==> config.mk <==
export PLATFORM = sky130hd
export DESIGN_NAME = controle_vendas
export DESIGN_NICKNAME = d
export VERILOG_FILES = /design/src/rtl/vendas_pkg.sv /design/src/rtl/contador_timeout.sv /design/src/rtl/controle_vendas.sv
export SDC_FILE = /design/constraint.sdc
export NUM_CORES = 1
export LEC_CHECK = 0
export CAP_MARGIN = 20
export CELL_PAD_IN_SITES_DETAIL_PLACEMENT = 1
export CELL_PAD_IN_SITES_GLOBAL_PLACEMENT = 1
export CORE_UTILIZATION = 41
export CTS_BUF_LIST = sky130_fd_sc_hd__clkbuf_2
export DETAILED_ROUTE_END_ITERATION = 8
export GPL_TIMING_DRIVEN = 0
export PLACE_DENSITY_LB_ADDON = 0.08
export SYNTH_ARGS = -nofsm -noshare
export SYNTH_HDL_FRONTEND = slang
export SYNTH_SLANG_ARGS = --single-unit
==> constraint.sdc <==
create_clock -name clk -period 2.9 [get_ports clk]
set_input_delay 0.29 -clock clk [delete_from_list [all_inputs] [get_ports clk]]
set_output_delay 0.29 -clock clk [all_outputs]
set_load 0.01 [all_outputs]
==> src/rtl/vendas_pkg.sv <==
// Shared types and constants for the vending-machine sequencing controller.
package vendas_pkg;

  localparam int LARGURA_CREDITO = 4;
  localparam int LARGURA_PRODUTO = 3;
  localparam int LARGURA_SOMA    = LARGURA_CREDITO + 1;
  localparam logic [LARGURA_SOMA-1:0] CREDITO_MAX = 5'd15;

  typedef enum logic [2:0] {
    OCIOSO    = 3'd0,
    COLETA    = 3'd1,
    AVALIA    = 3'd2,
    RESULTADO = 3'd3,
    ENTREGA   = 3'd4,
    DEVOLVE   = 3'd5
  } estado_t;

  // Price in credit units; zero marks an invalid product code.
  function automatic logic [LARGURA_CREDITO-1:0] preco_produto(input logic [LARGURA_PRODUTO-1:0] produto);
    case (produto)
      3'd1:    preco_produto = 4'd2;
      3'd2:    preco_produto = 4'd4;
      3'd3:    preco_produto = 4'd5;
      3'd4:    preco_produto = 4'd6;
      3'd5:    preco_produto = 4'd7;
      3'd6:    preco_produto = 4'd8;
      default: preco_produto = 4'd0;
    endcase
  endfunction

endpackage

==> src/rtl/contador_timeout.sv <==
// Loadable down-counter; expirou is high while the count sits at zero.
module contador_timeout #(
  parameter int LARGURA = 10
) (
  input  logic               clk,
  input  logic               reset,
  input  logic               recarregar,
  input  logic               habilitar,
  input  logic [LARGURA-1:0] carga,
  output logic               expirou
);

  logic [LARGURA-1:0] contagem;

  // Reload has priority over counting; the count saturates at zero.
  always_ff @(posedge clk) begin
    if (reset) begin
      contagem <= {LARGURA{1'b0}};
    end else if (recarregar) begin
      contagem <= carga;
    end else if (habilitar && (contagem != {LARGURA{1'b0}})) begin
      contagem <= contagem - LARGURA'(1);
    end
  end

  assign expirou = (contagem == {LARGURA{1'b0}});

endmodule

==> src/rtl/controle_vendas.sv <==
// Vending-machine sequencer: credit accumulation, compare strobe, verdict
// sampling and timed dispense/refund pulses.
module controle_vendas
  import vendas_pkg::*;
#(
  parameter int TIMEOUT_CICLOS = 1000,
  parameter int T_PULSO        = 4
) (
  input  logic                       clk,
  input  logic                       reset,
  input  logic                       moedaIn,
  input  logic [1:0]                 moedaValor,
  input  logic [LARGURA_PRODUTO-1:0] produtoSel,
  input  logic                       confirmar,
  input  logic                       cancelar,
  input  logic                       liberarProduto,
  input  logic                       devolverMoedas,
  output logic [LARGURA_CREDITO-1:0] valorMoedas,
  output logic [LARGURA_PRODUTO-1:0] valorProduto,
  output logic                       enable,
  output logic                       resetComp,
  output logic                       entregar,
  output logic                       devolver,
  output logic                       rejeitarMoeda,
  output logic                       ocupado
);

  localparam int LT = $clog2(TIMEOUT_CICLOS + 1);
  localparam int LP = $clog2(T_PULSO + 1);

  estado_t                 estado;
  logic [LARGURA_SOMA-1:0] soma;
  logic                    moeda_valida;
  logic                    moeda_aceita;
  logic                    moeda_rejeitada;
  logic                    em_coleta;
  logic                    em_pulso;
  logic                    expirou_timeout;
  logic                    expirou_pulso;

  // The sum is one bit wider than credit so overflow is caught before commit.
  assign soma            = {1'b0, valorMoedas} + {3'b000, moedaValor};
  assign moeda_valida    = (moedaValor == 2'd1) || (moedaValor == 2'd2);
  assign em_coleta       = (estado == COLETA);
  assign em_pulso        = (estado == ENTREGA) || (estado == DEVOLVE);
  assign moeda_aceita    = moedaIn && moeda_valida && (soma <= CREDITO_MAX)
                           && ((estado == OCIOSO) || em_coleta)
                           && !confirmar && !cancelar;
  assign moeda_rejeitada = moedaIn && !moeda_aceita;

  contador_timeout #(.LARGURA(LT)) u_timeout (
    .clk        (clk),
    .reset      (reset),
    .recarregar (moeda_aceita),
    .habilitar  (em_coleta),
    .carga      (LT'(TIMEOUT_CICLOS - 1)),
    .expirou    (expirou_timeout)
  );

  // Held at T_PULSO-1 outside the pulse states so it is armed on entry.
  contador_timeout #(.LARGURA(LP)) u_pulso (
    .clk        (clk),
    .reset      (reset),
    .recarregar (!em_pulso),
    .habilitar  (em_pulso),
    .carga      (LP'(T_PULSO - 1)),
    .expirou    (expirou_pulso)
  );

  // Sequencer state and all registered outputs.
  always_ff @(posedge clk) begin
    if (reset) begin
      estado        <= OCIOSO;
      valorMoedas   <= 4'd0;
      valorProduto  <= 3'd0;
      enable        <= 1'b0;
      resetComp     <= 1'b0;
      entregar      <= 1'b0;
      devolver      <= 1'b0;
      rejeitarMoeda <= 1'b0;
      ocupado       <= 1'b0;
    end else begin
      enable        <= 1'b0;
      resetComp     <= 1'b0;
      rejeitarMoeda <= moeda_rejeitada;
      case (estado)
        OCIOSO: begin
          if (moeda_aceita) begin
            valorMoedas <= soma[LARGURA_CREDITO-1:0];
            estado      <= COLETA;
          end
        end
        COLETA: begin
          if (cancelar) begin
            estado   <= DEVOLVE;
            devolver <= 1'b1;
            ocupado  <= 1'b1;
          end else if (confirmar) begin
            valorProduto <= produtoSel;
            estado       <= AVALIA;
            enable       <= 1'b1;
            ocupado      <= 1'b1;
          end else if (moeda_aceita) begin
            valorMoedas <= soma[LARGURA_CREDITO-1:0];
          end else if (expirou_timeout) begin
            estado   <= DEVOLVE;
            devolver <= 1'b1;
            ocupado  <= 1'b1;
          end
        end
        AVALIA: begin
          estado <= RESULTADO;
        end
        RESULTADO: begin
          // Only an unambiguous "release" verdict dispenses; everything else refunds.
          if (liberarProduto && !devolverMoedas) begin
            estado   <= ENTREGA;
            entregar <= 1'b1;
          end else begin
            estado   <= DEVOLVE;
            devolver <= 1'b1;
          end
        end
        ENTREGA, DEVOLVE: begin
          if (expirou_pulso) begin
            estado      <= OCIOSO;
            entregar    <= 1'b0;
            devolver    <= 1'b0;
            ocupado     <= 1'b0;
            valorMoedas <= 4'd0;
            resetComp   <= 1'b1;
          end
        end
        default: begin
          estado      <= OCIOSO;
          valorMoedas <= 4'd0;
          entregar    <= 1'b0;
          devolver    <= 1'b0;
          ocupado     <= 1'b0;
        end
      endcase
    end
  end

endmodule

==> summary.txt, run 1 <==
Power and ir drop
  • Power share of the sequential group: 45.5%
  • Cell Pwr Density: 580 mW/mm^2
  • Net Sw Power: 0.385 mW
  • Worst IR drop on VDD: 324 uV
  • P_int: 0.676 mW
  • Total power: 1.06 mW
  • Combinational share of power: 35.2%
  • Sw frac: 36.3%
  • LEAKAGE: 0.702 nW
  • Clock network power share: 19.3%

Routing
  • Antenna-violating nets left: 0
  • DRC: 0
  • Via count: 1382
  • Drt via density: 5.66
  • DR WL/cell: 16.2 um
  • Drt pass-1 iters: 4
  • Iter 0 DRT Violations: 78
  • Final WL: 3960 um

STA
  • Final setup vio count: 0
  • RSZ-0062 raised after global routing: false
  • Slew margin rel.: 34.6%
  • Minimum clock period: 2.64 ns
  • FMAX: 378 MHz
  • Worst Tran Pin Value: 0.973 ns
  • Final Hold Fails: 0
  • Setup TNS: 0 ns
  • Period utilization: 91.2%
  • Slew Viols, Final: 0
  • Clock Skews: 0.0227 ns

Placed design
  • Placed cell areas: 0.00179 mm^2
  • DP HPWL: 3080 um
  • GP Congestion: 0.829
  • Port Buffers: 24

Die
  • Full die area: 0.00388 mm^2
  • Die width: 62.3 um
  • Die height: 62.3 um
  • Initial Utilization: 43.6%
  • IO Pins: 25
  • Cell Rows: 21
  • Core ar.: 0.00342 mm^2

Clock network
  • Clock transition at path regs: 0.14 ns
  • Setup bufs post-CTS: 0
  • CTS tree: built
  • CTS Buf Count: 5
  • CTS resizes: 0
  • H-tree depth: 2
  • Hold buffers post-CTS: 0
  • CTS max path bufs: 2
  • Clock Latency Late Sink: 0.36 ns
  • CTS root buf: clkbuf_2
  • Clk sinks: 29

Synth
  • Post-Synth Adder-Cell Area: 5.54%
  • Top_reg_cell synth: dfxtp_1
  • Main combinational cell family by area after synthesis: simple AND/OR/NAND/NOR gates
  • Post-synthesis mux area share: 4.11%
  • Mapped Area: 0.00149 mm^2
  • Synth Area in Simple Gates: 25.9%
  • Post-synth EDFFs: 0
  • Syn Nets: 184
  • Post-Synth XOR/XNOR Area: 2.94%
  • Flops & latches, synth: 29
  • Yosys warns: 0
  • Yosys top cell by area: dfxtp_1
  • Post-synthesis compound-gate area fraction: 17.5%
  • Ys async rst share: 0%
  • Sequential share of the synthesized area: 39.0%
  • Synthesized instance count: 166
  • Syn Area/Cell: 8.98 um^2
  • Top cell type's share of synthesized area: 39.0%
  • Synth area leaders: dfxtp_1 39%, nor2_1 4.5%, ha_1 4.2%, a21oi_1 3.4%, mux2i_1 3.4%
  • Post-synth cell types: 47

Setup path
  • Critical path arrival: 2.87 ns
  • Max incr delay on CP: 0.85 ns
  • CP endpoint kind: flop
  • Maximum net fanout on the critical path: 10
  • Crit path launch type: primary input
  • FF-to-FF Start: valorMoedas[0]$_SDFFE_PP0P_
  • Crit-path leading delay family: simple AND/OR/NAND/NOR gates
  • Worst path bufs/invs: 1
  • Beginning of the critical path: moedaValor[0]
  • Crit-path slowest cell: nor4_2
  • Crit-path cells: clkdlybuf4s50_1, ha_1, fa_1, and3_1, nor4_2, o221a_2, nor3_1
  • Worst Setup Path Type: in -> reg
  • Worst path required time: 3.12 ns

GRT
  • Initial antenna violation count: 0
  • Total gr overflow: 0
  • First-pass GRT wire length: 6800 um
  • Largest net degree at the start of global routing: 11
  • Gr usage total: 22.3%
  • Vias in the first global route: 1420

Hold path
  • Hold Path Origin: valorMoedas[0]$_SDFFE_PP0P_
  • Worst min-delay path category: reg -> reg

Cells and area
  • Nets: 215
  • Filler cells: 421
  • Ant. Diodes: 0
  • Area grow syn2layout: 22.7%
  • Share of cells above drive strength 1: 9.60%
  • Fin area: 0.00183 mm^2

Run
  • Max cap viols: 0

Run status
  • Status: completed
stage by stage:
step | std cells | utilization [%] | setup slack [ns] | hold slack (ns)
floorplan | 166 | - | 0.555 | 0.434
global placement | 236 | 52.3 | -0.131 | 0.467
detailed placement | 236 | 52.3 | -0.133 | 0.488
CTS | 244 | 53.5 | 0.278 | 0.512
global route | 244 | 53.5 | 0.0808 | 0.484
finish | 244 | 53.5 | 0.257 | 0.510
state kept, by name, indices dropped and copies added (netlist names):
name                cells
devolver                1
enable                  1
entregar                1
estado                  3
ocupado                 1
rejeitarMoeda           1
resetComp               1
u_pulso.contagem        3
u_timeout.contagem     10
valorMoedas             4
valorProduto            3
power groups by stage:
stage	clock [mW]	combinational, mW	sequential [mW]
floorplan	0	0.252	0.487
global placement	0	0.350	0.487
detailed placement	0	0.371	0.492
CTS	0.211	0.373	0.483
global route	0.229	0.408	0.491
finish	0.204	0.373	0.483
synth_stat cells (2+ instances only):
cell type,n
nor2_1,18
a21oi_1,10
mux2i_1,5
or3b_2,2
or3b_1,2
clkbuf_1,4
a21o_1,2
o21ai_0,5
dfxtp_1,29
o211ai_1,2
ha_1,5
nand3_1,7
a211oi_1,4
a31oi_1,5
buf_1,2
nor3b_1,5
or2b_1,2
or4_1,5
nor4_1,4
nor3_1,9
xnor2_1,4
buf_4,2
nand2b_1,2
inv_1,6
or3_1,3
final timing paths:
kind	to	cells past startpoint	slack, ns
worst min-delay path	valorMoedas[0]$_SDFFE_PP0P_	2	0.51
worst max register to register	valorMoedas[2]$_SDFFE_PP0P_	6	0.33
worst max-delay path	valorMoedas[2]$_SDFFE_PP0P_	7	0.26
worst min register to register	valorMoedas[0]$_SDFFE_PP0P_	2	0.51
layout make-up:
cell class	count	area (um^2)	area share, %
repair buffers	24	240	13.1
inverters	6	22.5	1.23
flip-flops and latches	29	581	31.8
well taps	46	57.6	3.15
clock inverters	2	10.0	0.548
multi-input cells	121	833	45.6
plain buffers	10	53.8	2.94
clock buffers	6	30.0	1.64
routing by layer:
layer  up-vias  part of all wire (%)  track usage (%)
li1        679                     -                -
met1       673                    47             27.5
met2        25                    48             38.7
met3         5                   3.7             5.15
met4         0                   1.1             6.10
met5         -                     0                0
cells by family (layout without fill, tap and decap cells):
| logic type | after synthesis | in the layout |
|---|---|---|
| simple gates | 66 | 66 |
| compound gates | 38 | 38 |
| flops | 29 | 29 |
| buf+inv | 16 | 48 |
| fa+ha+maj | 6 | 6 |
| mux | 6 | 6 |
| xor+xnor | 5 | 5 |
placed cells by master (no fill, tap or decap), drive strengths merged, types with 2 or more instances in the layout:
cell type      count
nand3              7
a31oi              5
buf                5
or3                3
inv                6
clkbuf            11
nor3b              5
o211ai             2
nor2              18
clkdlybuf4s50     24
o21ai              5
a21o               2
mux2i              5
or4                5
nor3               9
ha                 5
nand2b             2
a211oi             4
clkinv             2
xnor2              4
or2b               2
a21oi             10
nor4               5
dfxtp             29
or3b               4
worst register-to-register path, cell delays in order, from the launching register on:
cell,delay [ns]
dfxtp_1,0.35
ha_1,0.21
fa_1,0.41
and3_1,0.25
nor4_2,0.85
o221a_2,0.34
nor3_1,0.04
(Power assumes the default switching activity.)
==> run 2: changes to the inputs <==
Settings changed: CORE_MARGIN set to 2.
==> summary.txt, run 2 (synthesis gave the netlist of run 1 again) <==
Run status
  • Status: completed

Power and ir drop
  • Power share of the sequential group: 45.8% (+0.3 points)
  • Combinational share of power: 35.8% (+0.6 points)
  • P_int: 0.668 mW (-1.2%)
  • LEAKAGE: 0.697 nW (-0.70%)
  • Clock network power share: 18.3% (-1.0 points)
  • Total power: 1.05 mW (-0.57%)
  • Sw frac: 36.7% (+0.40 points)
  • Cell Pwr Density: 578 mW/mm^2 (-0.43%)
  • Worst IR drop on VDD: 281 uV (-13%)
  • Net Sw Power: 0.387 mW (+0.52%)

Setup path
  • Crit-path cells: clkdlybuf4s50_1, ha_1, fa_1, and3_1, nor4_2, o221a_2, nor3_1
  • Worst path required time: 3.15 ns (+0.03 ns)
  • Crit path launch type: primary input
  • Worst path bufs/invs: 1 (unchanged)
  • R2R setup slack: 0.30 ns (-0.03 ns)
  • Maximum net fanout on the critical path: 10 (unchanged)
  • FF-to-FF Start: valorMoedas[0]$_SDFFE_PP0P_
  • Critical path arrival: 2.92 ns (+0.05 ns)
  • Crit-path leading delay family: simple AND/OR/NAND/NOR gates
  • Crit-path slowest cell: nor4_2
  • CP endpoint kind: flop
  • R2R cell count: 6 (unchanged)
  • Max incr delay on CP: 0.87 ns (+0.02 ns)
  • Critical register-to-register path endpoint: valorMoedas[2]$_SDFFE_PP0P_
  • Worst Setup Path Type: in -> reg

Routing
  • Antenna-violating nets left: 0 (unchanged)
  • Drt pass-1 iters: 4 (unchanged)
  • DR WL/cell: 17.0 um (+5.2%)
  • Iter 0 DRT Violations: 49 (-37%)
  • Final WL: 4160 um (+5.2%)
  • DRC: 0 (unchanged)
  • Via count: 1396 (+1.0%)
  • Drt via density: 5.72 (+1.0%)

Clock network
  • Hold buffers post-CTS: 0 (unchanged)
  • H-tree depth: 2 (unchanged)
  • CTS tree: built
  • Clock Latency Late Sink: 0.36 ns (about the same)
  • CTS max path bufs: 2 (unchanged)
  • CTS resizes: 0 (unchanged)
  • Clk sinks: 29 (unchanged)
  • Setup bufs post-CTS: 0 (unchanged)
  • CTS root buf: clkbuf_2
  • CTS Buf Count: 5 (unchanged)
  • Clock transition at path regs: 0.16 ns (+0.02 ns)

STA
  • Minimum clock period: 2.67 ns (+0.0230 ns)
  • Slew margin rel.: 32.2% (-2.4 points)
  • Final setup margin: 0.234 ns (-0.0230 ns)
  • Slew Viols, Final: 0 (unchanged)
  • Final setup vio count: 0 (unchanged)
  • Worst Tran Pin Value: 1.01 ns (+0.0363 ns)
  • FMAX: 375 MHz (-0.86%)
  • RSZ-0062 raised after global routing: false
  • Period utilization: 91.9% (+0.79 points)
  • WHS: 0.506 ns (-0.00440 ns)
  • Clock Skews: 0.0255 ns (+0.00279 ns)
  • Final Hold Fails: 0 (unchanged)

Cells and area
  • Area grow syn2layout: 22.5%
  • Largest Register: u_timeout.contagem
  • Max reg flops: 10 (unchanged)
  • Nets: 215 (unchanged)
  • Top Registers: u_timeout.contagem: 10 flops, valorMoedas: 4 flops
  • Most frequent cells in the layout: 29 x dfxtp_1, 24 x clkdlybuf4s50_1, 18 x nor2_1
  • Ant. Diodes: 0 (unchanged)
  • Share of cells above drive strength 1: 8.59% (-1.0 points)
  • Commonest non-fill, non-tap cell in the layout: dfxtp_1

GRT
  • First-pass GRT wire length: 7080 um (+4.2%)
  • Vias in the first global route: 1488 (+4.8%)
  • Gr usage total: 22.0% (-0.27 points)
  • Largest net degree at the start of global routing: 11 (unchanged)
  • Total gr overflow: 0 (unchanged)
  • Initial antenna violation count: 0 (unchanged)

Hold path
  • Worst min-delay path category: reg -> reg
  • Hold Path Origin: devolver$_SDFFE_PP0P_
  • Hold Crit Endpoint: devolver$_SDFFE_PP0P_
  • Hold Path Depth: 1 (-1)

Die
  • Cell Rows: 21 (unchanged)
  • Initial Utilization: 43.6% (unchanged)
  • Core ar.: 0.00342 mm^2 (unchanged)
  • Die width: 64.3 um (+3.2%)
  • Full die area: 0.00413 mm^2 (+6.5%)
  • IO Pins: 25 (unchanged)
  • Die height: 64.3 um (+3.2%)

Run
  • Max cap viols: 0 (unchanged)

Placed design
  • DP HPWL: 3090 um (+0.37%)
  • Port Buffers: 24 (unchanged)
  • Setup WS pre-CTS: -0.170 ns (-0.0376 ns)
  • GP Congestion: 0.843 (+1.7%)
[run 2: cell count changes in the layout (fill, tap and decap cells not counted), sizes merged]
cell	delta
clkbuf	-1
clkinv	+1
[run 2: worst reg2reg max path, delay by kind of cell (launching register included)]
| family | cells | cell delay, ns |
|---|---|---|
| AO/OA/AOI/OAI | 1 | 0.36 |
| adder cells (fa/ha/maj) | 2 | 0.62 |
| flip-flops | 1 | 0.36 |
| AND/OR/NAND/NOR | 3 | 1.17 |
[run 2: how the worst max path moves through the flow]
stage	from	endpoint	slack [ns]	cells after the start
floorplan	valorMoedas[0]$_SDFFE_PP0P_	valorMoedas[3]$_SDFFE_PP0P_	0.55	6
global placement	moedaValor[0]	valorMoedas[2]$_SDFFE_PP0P_	-0.13	7
detailed placement	moedaValor[0]	valorMoedas[2]$_SDFFE_PP0P_	-0.17	7
CTS	moedaValor[0]	valorMoedas[2]$_SDFFE_PP0P_	0.23	7
global route	moedaValor[0]	valorMoedas[2]$_SDFFE_PP0P_	0.1	7
finish	moedaValor[0]	valorMoedas[2]$_SDFFE_PP0P_	0.23	7
[run 2: power by group through the flow]
stage / logic (mW) / registers [mW] / clock network (mW)
6_report: 0.378 / 0.484 / 0.193
5_1_grt: 0.415 / 0.491 / 0.210
4_1_cts: 0.379 / 0.483 / 0.197
3_5_place_dp: 0.371 / 0.493 / 0
3_3_place_gp: 0.350 / 0.487 / 0
2_1_floorplan: 0.252 / 0.487 / 0
[run 2: cell type report]
cell class	count	area (um^2)
plain buffers	10	53.8
clock buffers	5	25.0
clock inverters	3	12.5
fillers	426	1590
inverters	6	22.5
multi-input cells	121	833
flip-flops and latches	29	581
well taps	46	57.6
repair buffers	24	240
[run 2: metrics by stage]
| step | instances | utilization, % | cell area, um^2 | TNS, ns |
|---|---|---|---|---|
| 2_1_floorplan | 166 | - | 1490 | 0 |
| 3_3_place_gp | 236 | 52.3 | 1790 | -0.165 |
| 3_5_place_dp | 236 | 52.3 | 1790 | -0.340 |
| 4_1_cts | 244 | 53.4 | 1830 | 0 |
| 5_1_grt | 244 | 53.4 | 1830 | 0 |
| 6_report | 244 | 53.4 | 1830 | 0 |
[run 2: per-layer routing]
layer	vias up	global-route usage (%)	share of wire, %
li1	678	-	-
met1	684	27.4	47
met2	28	38.4	49
met3	6	3.35	2.7
met4	0	8.24	1.3
met5	-	0	0
